==> src/rtl/debouncer_pkg.sv <==
// -----------------------------------------------------------------------------
// debouncer_pkg
//   Shared constants and helpers for the multi-channel debouncer.
//   - GLITCH_CNT_W   : width of each per-channel glitch counter
//   - GLITCH_CNT_MAX : saturation value of the glitch counter
//   - cnt_width()    : width of a stability counter able to hold stable_clks
// -----------------------------------------------------------------------------
package debouncer_pkg;

  localparam int GLITCH_CNT_W = 8;
  localparam logic [GLITCH_CNT_W-1:0] GLITCH_CNT_MAX = 8'hFF;

  function automatic int cnt_width(input int stable_clks);
    return $clog2(stable_clks + 1);
  endfunction

endpackage : debouncer_pkg

==> src/rtl/debounce_chan.sv <==
// -----------------------------------------------------------------------------
// debounce_chan
//   One debouncer channel: synchronizer -> stability counter -> registered
//   clean level with registered rise/fall pulses, plus an optional saturating
//   glitch counter (built only when DEBOUNCER_GLITCH_CNT_EN is defined).
//
// Ports
//   clk        in  1             clock
//   rst_n      in  1             asynchronous, active-low reset
//   tick       in  1             count enable
//   noisy_in   in  1             raw asynchronous input
//   glitch_clr in  1             synchronous clear of the glitch counter
//   db_out     out 1             debounced level
//   rise       out 1             1-cycle pulse on db_out 0->1
//   fall       out 1             1-cycle pulse on db_out 1->0
//   glitch_cnt out GLITCH_CNT_W  saturating count of aborted qualifications
// -----------------------------------------------------------------------------
module debounce_chan
  import debouncer_pkg::*;
#(
  parameter int STABLE_CLKS = 16,
  parameter int SYNC_STAGES = 2,
  parameter bit RST_VAL     = 1'b0
) (
  input  logic                    clk,
  input  logic                    rst_n,
  input  logic                    tick,
  input  logic                    noisy_in,
  input  logic                    glitch_clr,
  output logic                    db_out,
  output logic                    rise,
  output logic                    fall,
  output logic [GLITCH_CNT_W-1:0] glitch_cnt
);

  localparam int              CNT_W    = cnt_width(STABLE_CLKS);
  localparam logic [CNT_W-1:0] CNT_LAST = CNT_W'(STABLE_CLKS - 1);

  logic [SYNC_STAGES-1:0] sync_q, sync_d;
  logic [CNT_W-1:0]       cnt_q, cnt_d;
  logic                   db_q, db_d;
  logic                   rise_q, rise_d;
  logic                   fall_q, fall_d;
  logic                   s;

  // Oldest synchronizer stage is the only one safe to use in logic.
  assign s = sync_q[SYNC_STAGES-1];

  always_comb begin
    sync_d = {sync_q[SYNC_STAGES-2:0], noisy_in};
    cnt_d  = cnt_q;
    db_d   = db_q;
    rise_d = 1'b0;
    fall_d = 1'b0;
    if (s == db_q) begin
      // Input agrees with the accepted level: any partial qualification is
      // abandoned, independent of tick.
      cnt_d = '0;
    end else if (tick) begin
      if (cnt_q == CNT_LAST) begin
        db_d   = s;
        cnt_d  = '0;
        rise_d = s;
        fall_d = ~s;
      end else begin
        cnt_d = cnt_q + CNT_W'(1);
      end
    end
  end

  always_ff @(posedge clk or negedge rst_n) begin
    if (!rst_n) begin
      sync_q <= {SYNC_STAGES{RST_VAL}};
      cnt_q  <= '0;
      db_q   <= RST_VAL;
      rise_q <= 1'b0;
      fall_q <= 1'b0;
    end else begin
      sync_q <= sync_d;
      cnt_q  <= cnt_d;
      db_q   <= db_d;
      rise_q <= rise_d;
      fall_q <= fall_d;
    end
  end

  assign db_out = db_q;
  assign rise   = rise_q;
  assign fall   = fall_q;

`ifdef DEBOUNCER_GLITCH_CNT_EN
  logic [GLITCH_CNT_W-1:0] glitch_q, glitch_d;
  logic                    glitch_evt;

  // A glitch is a qualification that was in progress and got aborted.
  assign glitch_evt = (s == db_q) && (cnt_q != '0);

  always_comb begin
    glitch_d = glitch_q;
    if (glitch_clr) begin
      glitch_d = '0;
    end else if (glitch_evt && (glitch_q != GLITCH_CNT_MAX)) begin
      glitch_d = glitch_q + GLITCH_CNT_W'(1);
    end
  end

  always_ff @(posedge clk or negedge rst_n) begin
    if (!rst_n) begin
      glitch_q <= '0;
    end else begin
      glitch_q <= glitch_d;
    end
  end

  assign glitch_cnt = glitch_q;
`else
  // Feature not built: keep the port, ignore the clear.
  logic unused_glitch_clr;
  assign unused_glitch_clr = glitch_clr;
  assign glitch_cnt        = '0;
`endif

endmodule : debounce_chan

==> src/rtl/debouncer_multi.sv <==
// -----------------------------------------------------------------------------
// debouncer_multi
//   N-channel counter-based debouncer. Each channel is an independent
//   debounce_chan; all channels share clk, rst_n, tick and glitch_clr.
//   Optional glitch counters are enabled by defining DEBOUNCER_GLITCH_CNT_EN.
//
// Ports
//   clk        in  1           clock
//   rst_n      in  1           asynchronous, active-low reset
//   tick       in  1           count enable (tie 1'b1 to count every clk)
//   noisy_in   in  CHANNELS    raw asynchronous inputs
//   db_out     out CHANNELS    debounced levels
//   rise       out CHANNELS    1-cycle pulse per channel on 0->1
//   fall       out CHANNELS    1-cycle pulse per channel on 1->0
//   glitch_clr in  1           synchronous clear of all glitch counters
//   glitch_cnt out 8*CHANNELS  per-channel glitch count, ch i = [8i+7:8i]
// -----------------------------------------------------------------------------
module debouncer_multi
  import debouncer_pkg::*;
#(
  parameter int CHANNELS    = 4,
  parameter int STABLE_CLKS = 16,
  parameter int SYNC_STAGES = 2,
  parameter bit RST_VAL     = 1'b0
) (
  input  logic                             clk,
  input  logic                             rst_n,
  input  logic                             tick,
  input  logic [CHANNELS-1:0]              noisy_in,
  output logic [CHANNELS-1:0]              db_out,
  output logic [CHANNELS-1:0]              rise,
  output logic [CHANNELS-1:0]              fall,
  input  logic                             glitch_clr,
  output logic [GLITCH_CNT_W*CHANNELS-1:0] glitch_cnt
);

  for (genvar gi = 0; gi < CHANNELS; gi++) begin : g_chan
    debounce_chan #(
      .STABLE_CLKS (STABLE_CLKS),
      .SYNC_STAGES (SYNC_STAGES),
      .RST_VAL     (RST_VAL)
    ) u_chan (
      .clk        (clk),
      .rst_n      (rst_n),
      .tick       (tick),
      .noisy_in   (noisy_in[gi]),
      .glitch_clr (glitch_clr),
      .db_out     (db_out[gi]),
      .rise       (rise[gi]),
      .fall       (fall[gi]),
      .glitch_cnt (glitch_cnt[GLITCH_CNT_W*gi +: GLITCH_CNT_W])
    );
  end

endmodule : debouncer_multi

==> config.mk <==
export PLATFORM = sky130hd
export DESIGN_NAME = debouncer_multi
export DESIGN_NICKNAME = d
export VERILOG_FILES = /design/src/rtl/debouncer_pkg.sv /design/src/rtl/debounce_chan.sv /design/src/rtl/debouncer_multi.sv
export SDC_FILE = /design/constraint.sdc
export NUM_CORES = 1
export LEC_CHECK = 0
export ABC_AREA = 1
export BUFFER_PORTS_ARGS = -buffer_cell sky130_fd_sc_hd__buf_2
export CAP_MARGIN = 15
export CORE_MARGIN = 2
export CORE_UTILIZATION = 49
export DETAILED_ROUTE_END_ITERATION = 8
export PLACE_DENSITY = 0.83
export SLEW_MARGIN = 20
export SYNTH_ARGS = -nofsm -noshare
export SYNTH_HDL_FRONTEND = slang
export SYNTH_SLANG_ARGS = --single-unit
export TNS_END_PERCENT = 100
==> constraint.sdc <==
create_clock -name clk -period 1.2 [get_ports clk]
set_input_delay 0.24 -clock clk [delete_from_list [all_inputs] [get_ports clk]]
set_output_delay 0.24 -clock clk [all_outputs]
set_load 0.02 [all_outputs]
After elaboration in Yosys (flattened, before gate mapping)
Cells that the tools add are included.

Add/sub/neg operators: 4. Equal/unequal tests: 8. Mux-type cells: 36. Bitwise logic cells: 8. Reduce and logical (&&, ||, !) cells: 8.

Operators by type and width (number): $mux W5 (12); $mux W1 (24); $add A5 B1 Y5 const B (4); $eq A5 B4 Y1 const B (4); $reduce_and A3 Y1 (4); $not A1 Y1 (8); $reduce_bool A2 Y1 (4); $eq A1 B1 Y1 (4).

Flip-flop bits (word level): 40.

Longest topological paths before layout
Word-level depth: 4. Gate-level depth with buffers: 6. Mapped depth without buffers: 6.

Hierarchy
Synthesis repeated with hierarchy kept, for this count alone.

Cells, all modules: 248. Area, all modules: 2107.0 um2.

Modules (own cells, without submodules): debounce_chan (times used 4, cells an instance 62, area an instance 526.8 um2, seq. area each 250.2 um2).

Worst setup path before layout
No wires, ideal clock.

Path kind: flip-flop to flip-flop. Start point: register g_chan[0].u_chan.cnt_q[0]. End point: register g_chan[0].u_chan.db_q. Library setup time: 118 ps. Data arrival time: 952 ps. Data required time: 1082 ps. Slack: 130 ps. Stages on the path, launching flop included: 7. Buffers on the path: 0. Path through: dfrtp_1 > ha_1 > nand2_1 > nor2_4 > nand3_1 > nand2_1 > nand2_1.

Longest elaborated chain between the ends: 2.

Ends and longest elaborated chain: start, declared (line debounce_chan.sv:40) `logic [CNT_W-1:0] cnt_q, cnt_d;`; start signal, assigned (line debounce_chan.sv:80) `cnt_q <= cnt_d;`; $eq A5 B4 Y1 (line debounce_chan.sv:60) `if (cnt_q == CNT_LAST) begin`; $reduce_and A3 Y1 (no source line); end signal, assigned (line debounce_chan.sv:75) `db_q <= RST_VAL;`; end signal, assigned (line debounce_chan.sv:81) `db_q <= db_d;`; end, declared (line debounce_chan.sv:41) `logic db_q, db_d;`.

Every way passes these cells. A chain may end at the register's enable or synchronous reset.

Worst setup path after layout
Start point: register g_chan[0].u_chan.db_q. End point: output db_out[0].

RTL lines: end, declared (line debouncer_multi.sv:30) `output logic [CHANNELS-1:0] db_out,`.

No word-level cell between the ends.

==> results.ini <==
[detailed_routing]
routed_via_density = 4.570
drt_iter0_markers = 105
wire_per_inst_um = 10.42
routed_wl_um = 3440
postRouteAntennaNets = 0
dr.pass1.iters = 4
drc = 0
num_vias = 1508

[cells_and_area]
multi_input_area_um2 = 888.4
syn_to_final_growth_pct = 7.229
fillCellCount = 392
postLayoutCellArea_mm2 = 0.002338
final_nets = 289
utilization_pct = 54.08
drive_above_1_share_pct = 24.10
antenna_cells = 0
regArea_mm2 = 0.001002

[placed_design]
dpl_cell_area_mm2 = 0.002157
dpl.hpwl_um = 2401
routabilityCongestion = 0.7662
portBuffers = 18

[global_route]
antenna_found_initial = 0
grt_start_max_net_pins = 41
grtUsageTotal_pct = 14.95
grt_pass1_wl_um = 5885
overflow = 0
grt_pass1_vias = 1392

[min_path]
hold_path.startpoint = noisy_in[2]
hp-class = primary input to register

[die]
dieArea_mm2 = 0.005001
start_util_pct = 50.43
die_y_um = 70.72
ios = 52
rows = 24
die_w_um = 70.72
core-area_mm2 = 0.004324

[sta]
rsz0062_at_grt = yes
finalSetupViolCount = 0
final_max_slew_viol_count = 0
min_period_ps = 1143
hold_viol = 0
fmax_mhz = 874.5
clock_skew_ps = 7.305
setup_tns_ps = 0
finalCritPeriodShare_pct = 95.29

[setup_path]
path_delay_family = flip-flops
crit_start = g_chan[0].u_chan.db_out
cp_max_fo = 5
cpPeakStageDelay_ps = 420
crit-reg2reg-launch = g_chan[2].u_chan.cnt_q[1]
start_kind = register
worstPathCellList = buf_2
worst_ep_required_time_ps = 960
path_class = register to output pin
cp.arrival_ps = 900
cp_slowest_cell = dfrtp_1
endpoint_kind = output pin
critPathBufInv = 1

[clock_network]
cts_sinks = 40
clockBufferDepth = 2
cts_tree = done
path_clk_slew_ps = 80
ctsRootBufferMaster = clkbuf_8
htree_num_levels = 2
cts_inserted_buffers = 5
clock_latency_ps = 290

[logic_synthesis]
synth_top_cell_by_area = dfrtp_1
ys_ff_latch = 40
synth.cell_area_mm2 = 0.002181
yosysWarnings = 0
synth_top_cells_by_area = dfrtp_1, buf_4, nand2_1
ys_seq_area_share_pct = 45.90
syn-instance-count = 259
yosysTopAreaCellShare_pct = 45.90
synth_cell_types = 20
syn_avg_cell_area_um2 = 8.420

[run_status]
status = completed

[power]
power_per_cell_area_mw_per_mm2 = 1186
leakage_nw = 1.256
ir_worst_vdd_mv = 0.8012

[run]
drv_cap = 0

-- placed cells by master (no fill, tap or decap), types with 7 or more instances in the layout --
master	synthesis	final
nand2_2	6	7
nand2_1	81	80
dfrtp_1	40	39
conb_1	1	32
nor2_1	10	10
inv_1	21	21
nand4_1	8	8
nor2_2	10	7
buf_2	0	18
nand3_1	12	10
-- cell families after synthesis --
group           Yosys count  synth area share, %
simple gates            135                28.92
compound gates            8                1.836
buf+inv                  71                20.88
flops                    40                45.90
fa+ha+maj                 4                2.295
other cells               1               0.1720
-- per-stage QoR --
| stage | hold WS [ps] | setup slack, ps | cells | total power (W) |
|---|---|---|---|---|
| 6_report | 51.29 | 56.51 | 330 | 0.002775 |
| 5_1_grt | 33.77 | -14.00 | 330 | 0.002922 |
| 4_1_cts | 40.14 | 7.388 | 328 | 0.002796 |
| 3_5_place_dp | 224.0 | 27.99 | 319 | 0.001713 |
| 3_3_place_gp | 224.4 | 59.28 | 319 | 0.001704 |
| 2_1_floorplan | -55.59 | 129.6 | 290 | 0.001710 |
-- layer usage --
layer / vias up / part of all wire [%] / wire length [um] / GRT usage [%]
met3: 6 / 4.9 / 167 / 4.274
met1: 708 / 43 / 1475 / 17.92
met4: 0 / 1.7 / 59 / 5.660
li1: 759 / - / - / -
met5: - / 0 / 0 / 0
met2: 35 / 50 / 1737 / 25.55
-- sequential cells by signal, summed over array words and instances (netlist names) --
signal,flops
g_chan.u_chan.fall,4
g_chan.u_chan.rise,4
g_chan.u_chan.sync_q,8
g_chan.u_chan.cnt_q,20
g_chan.u_chan.db_out,4
-- Yosys cell counts --
| cell | number |
|---|---|
| a21oi_1 | 5 |
| and3_1 | 1 |
| buf_12 | 1 |
| buf_4 | 46 |
| conb_1 | 1 |
| dfrtp_1 | 40 |
| ha_1 | 4 |
| inv_1 | 21 |
| inv_2 | 3 |
| nand2_1 | 81 |
| nand2_2 | 6 |
| nand3_1 | 12 |
| nand3_2 | 4 |
| nand4_1 | 8 |
| nor2_1 | 10 |
| nor2_2 | 10 |
| nor2_4 | 2 |
| nor3_2 | 1 |
| o21ai_0 | 1 |
| o21ai_1 | 2 |
-- area by class of cell --
| cell class | count | share of cell area [%] |
|---|---|---|
| flip-flops and latches | 40 | 42.86 |
| multi-input cells | 179 | 37.99 |
| repair buffers | 27 | 7.919 |
| inverters | 24 | 3.852 |
| clock buffers | 6 | 3.103 |
| well taps | 52 | 2.782 |
| clock inverters | 2 | 1.498 |
-- what timing repair did --
item	in CTS	in global routing
buffers inserted	0	2
hold buffers	1	0
endpoints found under the setup margin	0	20
resized for setup	0	12
hold endpoints to repair	40	0
-- power by group --
part | internal, W | switching (W)
Combinational | 0.0000816 | 0.000207
Sequential | 0.00138 | 0.0000330
Clock | 0.000617 | 0.000452
-- worst paths after layout --
path                                              end  slack [ps]  cells past startpoint
hold / removal             g_chan[2].u_chan.sync_q[0]          50                      1
max in group asynchronous   g_chan[0].u_chan.cnt_q[1]         560                      3
setup / recovery                            db_out[0]          60                      1
setup reg to reg              g_chan[2].u_chan.db_out          80                      6
min in group asynchronous  g_chan[2].u_chan.sync_q[1]         430                      3
hold reg to reg            g_chan[1].u_chan.sync_q[1]         350                      0
Power figures use the tool's default switching activity.
